===== src/rtl/adc_scale_avg_if.sv =====
// Sample input and FIFO write port bundle for adc_scale_avg.
// The slave side is the averaging block; the master side is the sample source / FIFO owner.
interface adc_scale_avg_if #(
  parameter int DATA_W = 16,
  parameter int OUT_W  = 16,
  parameter int CH_W   = 2
);
  logic [DATA_W-1:0] adc_data;
  logic [CH_W-1:0]   adc_ch;
  logic              valid_in;
  logic              ready_out;
  logic              fifo_full;
  logic              wr_en;
  logic [OUT_W-1:0]  result_data;
  logic [CH_W-1:0]   result_ch;
  logic              sat_flag;

  modport master (
    output adc_data, adc_ch, valid_in, fifo_full,
    input  ready_out, wr_en, result_data, result_ch, sat_flag
  );

  modport slave (
    input  adc_data, adc_ch, valid_in, fifo_full,
    output ready_out, wr_en, result_data, result_ch, sat_flag
  );
endinterface


===== src/rtl/adc_scale_avg.sv =====
// Multi-channel ADC averager: per-channel accumulate 2^AVG_LOG2 samples, scale to mV with
// rounding and saturation, and write result plus channel tag into a downstream FIFO.
module adc_scale_avg #(
  parameter int DATA_W   = 16,
  parameter int OUT_W    = 16,
  parameter int NUM_CH   = 4,
  parameter int AVG_LOG2 = 2,
  parameter int SCALE    = 1000,
  parameter int SHIFT    = 16,
  parameter int ROUND    = 1
) (
  input  logic                clk,
  input  logic                rst_n,
  input  logic                clr,
  adc_scale_avg_if.slave      bus,
  output logic                ch_err,
  output logic [7:0]          drop_cnt
);
  localparam int CH_W   = (NUM_CH > 1) ? $clog2(NUM_CH) : 1;
  localparam int ACC_W  = DATA_W + AVG_LOG2;
  localparam int CNT_W  = (AVG_LOG2 > 0) ? AVG_LOG2 : 1;
  localparam int PROD_W = ACC_W + 24;
  localparam int K      = SHIFT + AVG_LOG2;
  // With AVG_LOG2 = 0 the counter never leaves 0, so every sample closes its group.
  localparam logic [CNT_W-1:0] CNT_LAST = CNT_W'((1 << AVG_LOG2) - 1);
  localparam logic [23:0]      SCALE_V  = 24'(SCALE);
  localparam logic [PROD_W:0]  RND_ADD  = (ROUND != 0) ? ((PROD_W + 1)'(1) << (K - 1)) : '0;

  logic [ACC_W-1:0]  acc [NUM_CH];
  logic [CNT_W-1:0]  cnt [NUM_CH];

  logic              stall, ch_ok, accept, last;
  logic [CH_W-1:0]   ch_idx;
  logic [ACC_W-1:0]  sum_new;

  logic              s1_valid, s2_valid, s3_valid;
  logic [ACC_W-1:0]  s1_sum;
  logic [CH_W-1:0]   s1_ch, s2_ch;
  logic [PROD_W-1:0] s2_prod;
  logic [PROD_W:0]   rounded, shifted;
  logic [OUT_W-1:0]  res_next, res_q;
  logic              sat_next, sat_q;
  logic [CH_W-1:0]   rch_q;

  always_comb begin
    stall   = s3_valid & bus.fifo_full;
    ch_ok   = (int'(bus.adc_ch) < NUM_CH);
    ch_idx  = ch_ok ? bus.adc_ch : '0;
    accept  = bus.valid_in & ~stall & ~clr & ch_ok;
    last    = (cnt[ch_idx] == CNT_LAST);
    sum_new = acc[ch_idx] + ACC_W'(bus.adc_data);
  end

  assign bus.ready_out   = ~stall;
  assign bus.wr_en       = s3_valid & ~bus.fifo_full;
  assign bus.result_data = res_q;
  assign bus.result_ch   = rch_q;
  assign bus.sat_flag    = sat_q;

  // Accumulators follow clr even during a stall; only the result pipeline freezes.
  always_ff @(posedge clk or negedge rst_n) begin
    if (!rst_n) begin
      for (int unsigned c = 0; c < NUM_CH; c++) begin
        acc[c] <= '0;
        cnt[c] <= '0;
      end
    end else if (clr) begin
      for (int unsigned c = 0; c < NUM_CH; c++) begin
        acc[c] <= '0;
        cnt[c] <= '0;
      end
    end else if (accept) begin
      if (last) begin
        acc[ch_idx] <= '0;
        cnt[ch_idx] <= '0;
      end else begin
        acc[ch_idx] <= sum_new;
        cnt[ch_idx] <= cnt[ch_idx] + CNT_W'(1);
      end
    end
  end

  always_comb begin
    rounded  = {1'b0, s2_prod} + RND_ADD;
    shifted  = rounded >> K;
    sat_next = |shifted[PROD_W:OUT_W];
    res_next = sat_next ? '1 : shifted[OUT_W-1:0];
  end

  always_ff @(posedge clk or negedge rst_n) begin
    if (!rst_n) begin
      s1_valid <= 1'b0;
      s1_sum   <= '0;
      s1_ch    <= '0;
      s2_valid <= 1'b0;
      s2_prod  <= '0;
      s2_ch    <= '0;
      s3_valid <= 1'b0;
      res_q    <= '0;
      rch_q    <= '0;
      sat_q    <= 1'b0;
    end else if (!stall) begin
      s1_valid <= accept & last;
      if (accept & last) begin
        s1_sum <= sum_new;
        s1_ch  <= ch_idx;
      end
      s2_valid <= s1_valid;
      s2_prod  <= PROD_W'(s1_sum) * PROD_W'(SCALE_V);
      s2_ch    <= s1_ch;
      s3_valid <= s2_valid;
      res_q    <= res_next;
      rch_q    <= s2_ch;
      sat_q    <= sat_next;
    end
  end

  always_ff @(posedge clk or negedge rst_n) begin
    if (!rst_n) begin
      ch_err   <= 1'b0;
      drop_cnt <= '0;
    end else begin
      ch_err <= bus.valid_in & ~stall & ~clr & ~ch_ok;
      if (bus.valid_in & stall & ~clr & (drop_cnt != 8'hFF))
        drop_cnt <= drop_cnt + 8'd1;
    end
  end
endmodule


===== src/flat_wrapper.sv =====
// flat-port wrapper written by rule: the top's interface ports become plain ports
module adc_scale_avg_flat 
#(
  parameter int DATA_W   = 16,
  parameter int OUT_W    = 16,
  parameter int NUM_CH   = 4,
  parameter int AVG_LOG2 = 2,
  parameter int SCALE    = 1000,
  parameter int SHIFT    = 16,
  parameter int ROUND    = 1
)
  (clk, rst_n, clr, ch_err, drop_cnt, bus_adc_data, bus_adc_ch, bus_valid_in, bus_fifo_full, bus_ready_out, bus_wr_en, bus_result_data, bus_result_ch, bus_sat_flag);
  adc_scale_avg_if #(.DATA_W(DATA_W), .OUT_W(OUT_W), .CH_W(2)) bus_i ();
  input  logic clk;
  input  logic rst_n;
  input  logic clr;
  output logic ch_err;
  output logic [7:0] drop_cnt;
  input wire logic [$bits(bus_i.adc_data)-1:0] bus_adc_data;
  input wire logic [$bits(bus_i.adc_ch)-1:0] bus_adc_ch;
  input wire logic [$bits(bus_i.valid_in)-1:0] bus_valid_in;
  input wire logic [$bits(bus_i.fifo_full)-1:0] bus_fifo_full;
  output wire logic [$bits(bus_i.ready_out)-1:0] bus_ready_out;
  output wire logic [$bits(bus_i.wr_en)-1:0] bus_wr_en;
  output wire logic [$bits(bus_i.result_data)-1:0] bus_result_data;
  output wire logic [$bits(bus_i.result_ch)-1:0] bus_result_ch;
  output wire logic [$bits(bus_i.sat_flag)-1:0] bus_sat_flag;
  assign bus_i.adc_data = bus_adc_data;
  assign bus_i.adc_ch = bus_adc_ch;
  assign bus_i.valid_in = bus_valid_in;
  assign bus_i.fifo_full = bus_fifo_full;
  assign bus_ready_out = bus_i.ready_out;
  assign bus_wr_en = bus_i.wr_en;
  assign bus_result_data = bus_i.result_data;
  assign bus_result_ch = bus_i.result_ch;
  assign bus_sat_flag = bus_i.sat_flag;
  adc_scale_avg #(.DATA_W(DATA_W), .OUT_W(OUT_W), .NUM_CH(NUM_CH), .AVG_LOG2(AVG_LOG2), .SCALE(SCALE), .SHIFT(SHIFT), .ROUND(ROUND)) u_core (.clk(clk), .rst_n(rst_n), .clr(clr), .bus(bus_i), .ch_err(ch_err), .drop_cnt(drop_cnt));
endmodule

===== config.mk =====
export PLATFORM = sky130hd
export DESIGN_NAME = adc_scale_avg_flat
export DESIGN_NICKNAME = d
export VERILOG_FILES = /design/src/rtl/adc_scale_avg_if.sv /design/src/rtl/adc_scale_avg.sv /design/src/flat_wrapper.sv
export SDC_FILE = /design/constraint.sdc
export NUM_CORES = 1
export LEC_CHECK = 0
export BUFFER_PORTS_ARGS = -buffer_cell sky130_fd_sc_hd__buf_2
export CORE_MARGIN = 2
export CORE_UTILIZATION = 45
export CTS_CLUSTER_SIZE = 20
export DETAILED_ROUTE_END_ITERATION = 12
export MAX_ROUTING_LAYER = met4
export REMOVE_ABC_BUFFERS = 1
export SYNTH_ARGS = -nofsm -noshare
export SYNTH_HDL_FRONTEND = slang
export SYNTH_SLANG_ARGS = --single-unit
export TNS_END_PERCENT = 20

===== constraint.sdc =====
create_clock -name clk -period 3.9 [get_ports clk]
set_input_delay 0.39 -clock clk [delete_from_list [all_inputs] [get_ports clk]]
set_output_delay 0.39 -clock clk [all_outputs]
set_load 0.01 [all_outputs]

==> summary.md, run 1 <==
| Metric | Value |
|---|---|
| Status | finished, violations left |
| Violated checks | negative setup slack |
| Levels on crit path | 17 |
| Hold Buf Count CTS | 0 |
| Mapped Area | 10100 µm² |
| Port buffer count | 45 |
| Slew Limit Fails | 0 |
| FMAX | between 0.2 and 0.25 GHz |
| CTS Sinks | ~140 |
| Leak | 5.75 nW |
| Cell accounting for the most synthesized area | dfrtp_1 |
| Area of the multi-input gates | 6350 µm² |
| Synth Warn # | 0 |
| Routability cong. | 0.912 |
| Startpoint Class | flip-flop |
| Pwr Density | 303 nW/µm² |
| Filler cells | 1913 |
| Number of max-cap violations | 0 |
| Die Y-Extent | 154 µm |
| Crit path capture | u_core.s2_prod[27]$_DFFE_PN0N_ |
| Slowest-stage cell, CP | fa_2 |
| CP Capture Type | flip-flop |
| Syn_area_per_cell | 9.63 µm² |
| Sequential element share of the synthesized area | 0.338 |
| Most frequent cells in the layout | nand2_1, dfrtp_1, buf_4 |
| IR drop worst, VDD | between 0.2 and 0.3 mV |
| Synth top area cells | dfrtp_1, fa_1, ha_1, nand2_1, mux4_2 |
| Post-synthesis cell count | roughly 1100 |
| Via Count | 8098 |
| Core box area | 22000 µm² |
| Unrepaired setup endpoints after global routing | true |
| Grt ovf | 0 |
| Final nets | 1340 |
| Hold Violations, Final | 0 |
| Final WL | 25000 µm |
| GR Util All Layers | 0.228 |
| Reg area | 3430 µm² |
| R2r startpoint | u_core.s1_sum[6]$_DFFE_PN0P_ |
| Power consumption | approximately 3.7 mW |
| Total CTS buffers | 17 |
| Clock Pin Slew Worst Setup and Hold Paths | roughly 0.07 ns |
| Critical path's top delay family | adder cells |
| Worst setup path class | flip-flop to flip-flop |
| Post-synth EDFFs | 0 |
| CP most frequent cell | buf_4 |
| WP data required | about 4.3 ns |
| Arrival @ worst endpoint | 4.51 ns |
| Initial core utilization | 0.462 |
| Setup Skew | 0.0140 ns |
| R2R Setup Slk | -0.26 ns |
| Pin count of the biggest net entering global routing | between 90 and 100 |
| CP startpoint | u_core.s1_sum[6]$_DFFE_PN0P_ |
| Root buffer cell | clkbuf_16 |
| DP Wirelength | 17700 µm |
| Avg WL per Cell | 17.0 µm |
| Die Footprint | 23700 µm² |
| ANT cells | 0 |
| Pint | 2.65 mW |
| Fin crit period | between 4 and 5 ns |
| Critical path, cell by cell | buf_4 > buf_4 > ha_1 > inv_1 > fa_2 > fa_1 > fa_1 > inv_1 > ha_1 > nand2_1 > o21ai_2 > buf_4 > a21o_1 > a211oi_2 > buf_4 > mux2i_1 > nor2b_1 |
| Slowest cell delay on critical path | 0.58 ns |
| Least-Margin Pin Slew | between 1 and 1.5 ns |
| Clock share of power | 0.455 |
| Initial DRC count | 475 |
| First-pass GRT wire length | 42200 µm |
| Flops & latches, synth | about 140 |
| DRC viols | 0 |
| Number of global-route vias before repair | 8327 |
| Boundary pin count | 53 |
| FF-to-FF End | u_core.s2_prod[27]$_DFFE_PN0N_ |
| Share of layout cells above drive strength 1 | 0.234 |
| Crit path max fanout | 4 |
| Row cnt | between 50 and 60 |
| NetSw | 1.06 mW |
| Flop pwr share | 0.404 |
| Max Root-Sink Buffers | 2 |
| FF-to-FF path depth | 17 |
| Final ANT Viol Nets | 0 |
| Synth cell types | 71 |
| Slew HR | 0.210 |
| Final setup TNS | -2.31 ns |
| Initial antenna violation count | 0 |
| Commonest non-fill, non-tap cell in the layout | nand2_1 |
| Drt pass-1 iters | 5 |
| Via/cell ratio | 5.50 |
| CP Buf/Inv Count | 6 |
| Hold/Removal Path Class | primary input to async pin |
| Post-route worst setup slack | -0.259 ns |
| Combinational share of power | 0.141 |
| Final period util | 1.07 |
| H-tree depth | 4 |
| Clock latency on the worst-skew pair | 0.43 ns |
| CTS tree | done |
| Top_reg_cell synth | dfrtp_1 |
| Switching share of power | 0.286 |
| Share of the synthesized area in the top cell type | 0.338 |
| Synth-to-layout area growth | 20.7% |
| Async SR Flop Fraction | 1.00 |
| Die X | 154 µm |
| Pre-CTS WS | -0.513 ns |
| Final setup fails | 11 |
[area by class of cell]
class / count / share of cell area
timing repair buffer: 159 / 0.0922
clock inverter: 13 / 0.0128
tap: 280 / 0.0286
sequential: 137 / 0.280
clock buffer: 19 / 0.0362
multi-input combinational: 764 / 0.519
inverter: 101 / 0.0310
[power groups by stage]
stage | combinational (mW) | clock (mW) | sequential, mW
6_report | 0.524 | 1.69 | 1.50
5_1_grt | 0.586 | 1.78 | 1.50
4_1_cts | 0.519 | 1.72 | 1.50
3_5_place_dp | 0.507 | 0 | 1.52
3_3_place_gp | 0.500 | 0 | 1.52
2_1_floorplan | 0.300 | 0 | 1.52
[registers in the layout (all words and copies together), names as in the netlist, 2 cells and up]
register	flops
u_core.s1_sum	18
u_core.acc	72
u_core.s2_prod	11
u_core.s2_ch	2
u_core.bus.result_ch	2
u_core.bus.result_data	11
u_core.s1_ch	2
u_core.drop_cnt	8
u_core.cnt	8
[worst reg2reg max path: stages (launching register included)]
cell	delay (ns)
dfrtp_1	0.37
buf_4	0.13
buf_4	0.15
ha_1	0.27
inv_1	0.05
fa_2	0.58
fa_1	0.44
fa_1	0.51
inv_1	0.04
ha_1	0.29
nand2_1	0.18
o21ai_2	0.11
buf_4	0.15
a21o_1	0.18
a211oi_2	0.17
buf_4	0.16
mux2i_1	0.17
nor2b_1	0.14
[synthesized netlist by cell type, types with 18 or more instances]
master and n:
mux4_2 20, nor2_1 59, inv_1 101, xnor2_1 18, nand2_1 155, nand3b_1 28, a21oi_1 68, o21ai_0 54
fa_1 61, xor2_1 18, dfrtp_1 137, clkbuf_1 37, nand3_1 21, ha_1 76
[kinds of logic after synthesis]
logic type               Yosys count  share of synthesized area
other                              1                   0.000370
AND/OR/NAND/NOR                  337                      0.158
buffers and inverters            158                     0.0632
multiplexers                      31                     0.0563
adder cells (fa/ha/maj)          137                      0.214
XOR/XNOR                          36                     0.0311
flip-flops                       137                      0.338
AO/OA/AOI/OAI                    216                      0.138
[how the worst min path moves through the flow]
stage                                             end  slack [ns]  depth (start not counted)
after detailed placement  u_core.s2_valid$_DFFE_PN0N_        0.45                          2
final                     u_core.s3_valid$_DFFE_PN0N_        0.01                          1
after global routing      u_core.s3_valid$_DFFE_PN0N_        0.14                          1
after CTS                 u_core.s3_valid$_DFFE_PN0N_        0.09                          1
after floorplan             u_core.acc[0]$_DFFE_PN0P_        0.09                          0
after global placement    u_core.s3_valid$_DFFE_PN0N_        0.44                          1
[stage by stage]
step / area, µm² / hold WS (ns) / util / instances
floorplan: 9900 / 0.0944 / - / 1002
global placement: 11300 / 0.443 / 0.513 / 1428
detailed placement: 11300 / 0.448 / 0.513 / 1428
CTS: 12100 / 0.0912 / 0.552 / 1468
global route: 12200 / 0.138 / 0.557 / 1473
finish: 12200 / 0.0112 / 0.557 / 1473
[per-layer routing]
layer  share of wire  global-route usage
met3           0.042              0.0330
met2            0.50               0.382
met1            0.44               0.294
met4           0.016              0.0587
met5               0                   -
[repair_timing]
item | in CTS | in global routing
endpoints found under the setup margin | 11 | 11
gates resized for setup | 44 | 12
hold endpoints to repair | 0 | 0
pin swaps | 38 | 21
setup buffers | 8 | 5
(Power assumes the default switching activity.)
==> run 2: changes to the inputs <==
==> constraint.sdc (replaced) <==
create_clock -name clk -period 3.9 [get_ports clk]
set_input_delay 0.585 -clock clk [delete_from_list [all_inputs] [get_ports clk]]
set_output_delay 0.585 -clock clk [all_outputs]
set_load 0.01 [all_outputs]
==> run 2 against run 1 <==
Effect of this change: the run still ends with negative setup slack left; worst setup slack gained 0.067 ns; clock power shrank 8%; clock skew is 0.0012 ns higher; sequential share of layout area grew 0.085 points; largest cell class unchanged; largest power group unchanged.
==> summary.md, run 2 (same netlist as run 1, synthesis figures left out) <==
| Metric | Value |
|---|---|
| Fin crit period | about 4.1 ns |
| Hold Violations, Final | 0 |
| Post-route worst setup slack | -0.192 ns |
| Final setup TNS | -1.58 ns |
| CTS tree | done |
| H-tree depth | 4 |
| Violated checks | negative setup slack |
| CP most frequent cell | fa_1 |
| Unrepaired setup endpoints after global routing | true |
| Slew HR | 0.244 |
| Pin count of the biggest net entering global routing | 78 |
| Boundary pin count | 53 |
| Via Count | around 8000 |
| CP Capture Type | flip-flop |
| Via/cell ratio | 5.45 |
| Biggest regs | u_core.acc x72, u_core.s1_sum x18 |
| Avg WL per Cell | 16.6 µm |
| FF-to-FF path depth | 14 |
| Max Root-Sink Buffers | 2 |
| Final setup fails | 11 |
| First-pass GRT wire length | 40800 µm |
| ANT cells | 0 |
| Drt pass-1 iters | 5 |
| Min Hold Slack | 0.176 ns |
| WP data required | between 4 and 5 ns |
| GR Util All Layers | 0.221 |
| Number of max-cap violations | 0 |
| Least-Margin Pin Slew | 1.13 ns |
| Root buffer cell | clkbuf_16 |
| Initial DRC count | 410 |
| Largest register by flop count | u_core.acc |
| Crit path max fanout | 3 |
| Worst setup path class | flip-flop to flip-flop |
| Routability cong. | 0.902 |
| Filler cells | 1935 |
| DP Wirelength | 17600 µm |
| Die Y-Extent | roughly 150 µm |
| Grt ovf | 0 |
| Slowest-stage cell, CP | fa_1 |
| Initial antenna violation count | 0 |
| R2r startpoint | u_core.s1_sum[8]$_DFFE_PN0P_ |
| Row cnt | 54 |
| Core box area | 22000 µm² |
| Final nets | ~1300 |
| R2R Setup Slk | -0.19 ns |
| Hold/Removal Path Class | primary input to async pin |
| Initial core utilization | 0.462 |
| Port buffer count | 45 |
| Die X | 154 µm |
| Leak | about 5.7 nW |
| Critical path, cell by cell | inv_1 > buf_4 > fa_1 > fa_1 > fa_1 > inv_1 > fa_1 > ha_1 > and3_4 > a32o_1 > a211oi_2 > buf_4 > mux2i_1 > nor2b_2 |
| Slowest cell delay on critical path | between 0.5 and 0.6 ns |
| Pwr Density | about 300 nW/µm² |
| Arrival @ worst endpoint | 4.46 ns |
| Startpoint Class | flip-flop |
| DRC viols | 0 |
| Final period util | 1.05 |
| Most frequent cells in the layout | nand2_1, dfrtp_1, buf_4 |
| CTS Sinks | ~140 |
| Share of layout cells above drive strength 1 | 0.235 |
| Max FFs per register | just over 70 |
| Setup Skew | between 0.015 and 0.02 ns |
| IR drop worst, VDD | 0.257 mV |
| Total CTS buffers | 17 |
| Final WL | 24400 µm |
| Synth-to-layout area growth | 20.3% |
| Commonest non-fill, non-tap cell in the layout | nand2_1 |
| Status | finished, violations left |
| FMAX | 0.244 GHz |
| FF-to-FF End | u_core.s2_prod[27]$_DFFE_PN0N_ |
| Die Footprint | 23700 µm² |
| Slew Limit Fails | 0 |
| Number of global-route vias before repair | 8036 |
| Final ANT Viol Nets | 0 |
| Clock Pin Slew Worst Setup and Hold Paths | 0.07 ns |
| Clock latency on the worst-skew pair | between 0.4 and 0.5 ns |
## run 2: changes by cell type in the layout (fill, tap and decap cells not counted), moves of 2 or more
cell	change
bufinv_16	-2
a21oi_1	-2
clkinvlp_4	+2
clkinv_4	-2
o21ai_0	-3
a21oi_2	+3
buf_4	-3
o21ai_1	+2
## run 2: worst max-delay path by stage
stage                                     end                    startpoint  cells after the start
2_1_floorplan  u_core.s2_prod[26]$_DFFE_PN0N_  u_core.s1_sum[5]$_DFFE_PN0P_                     13
3_3_place_gp   u_core.s2_prod[26]$_DFFE_PN0N_  u_core.s1_sum[5]$_DFFE_PN0P_                     13
3_5_place_dp   u_core.s2_prod[26]$_DFFE_PN0N_  u_core.s1_sum[5]$_DFFE_PN0P_                     13
4_1_cts        u_core.s2_prod[20]$_DFFE_PN0N_  u_core.s1_sum[6]$_DFFE_PN0P_                     15
5_1_grt        u_core.s2_prod[27]$_DFFE_PN0N_  u_core.s1_sum[8]$_DFFE_PN0P_                     14
6_report       u_core.s2_prod[27]$_DFFE_PN0N_  u_core.s1_sum[8]$_DFFE_PN0P_                     14
## run 2: metal layers
metal,GRT usage,vias up,part of all wire
met5,-,-,0
met4,0.0668,0,0.024
met3,0.0333,49,0.031
met2,0.355,143,0.48
met1,0.292,3940,0.46
li1,-,3879,-
## run 2: final cells by class
type	instances	area, µm²	area share
tap	280	350	0.0287
timing repair buffer	156	1100	0.0900
sequential	137	3430	0.281
inverter	101	379	0.0311
multi-input combinational	764	6390	0.524
clock buffer	18	439	0.0360
clock inverter	13	110	0.00903
## run 2: stage by stage
step                cell area (µm²)  std cells  total power [mW]  utilization  setup WS [ns]
floorplan                      9900       1002              1.82            -         -0.411
global placement              11300       1432              2.02        0.514         -0.382
detailed placement            11300       1432              2.03        0.514         -0.505
CTS                           12100       1468              3.59        0.551         -0.220
global route                  12200       1469              3.73        0.555         -0.377
finish                        12200       1469              3.57        0.555         -0.192
## run 2: what timing repair did
action / 4_1_cts / 5_1_grt
hold buffers: 0 / 0
setup endpoints to repair: 11 / 11
pin swaps: 35 / 14
setup buffers: 5 / 1
resized for setup: 46 / 19
## run 2: worst max-delay path, delay by kind of cell (launching register included)
family | cells | cell delay, ns
buffers and inverters | 4 | 0.45
muxes | 1 | 0.17
adders and majority gates | 5 | 2.29
and+or+nand+nor | 2 | 0.33
AOI/OAI and AO/OA | 2 | 0.45
DFF | 1 | 0.34
## run 2: power breakdown
group,switching (mW),total [mW],leakage [nW],internal [mW]
Clock,0.706,1.55,0.260,0.846
Sequential,0.0303,1.50,1.89,1.47
Combinational,0.321,0.525,3.59,0.204
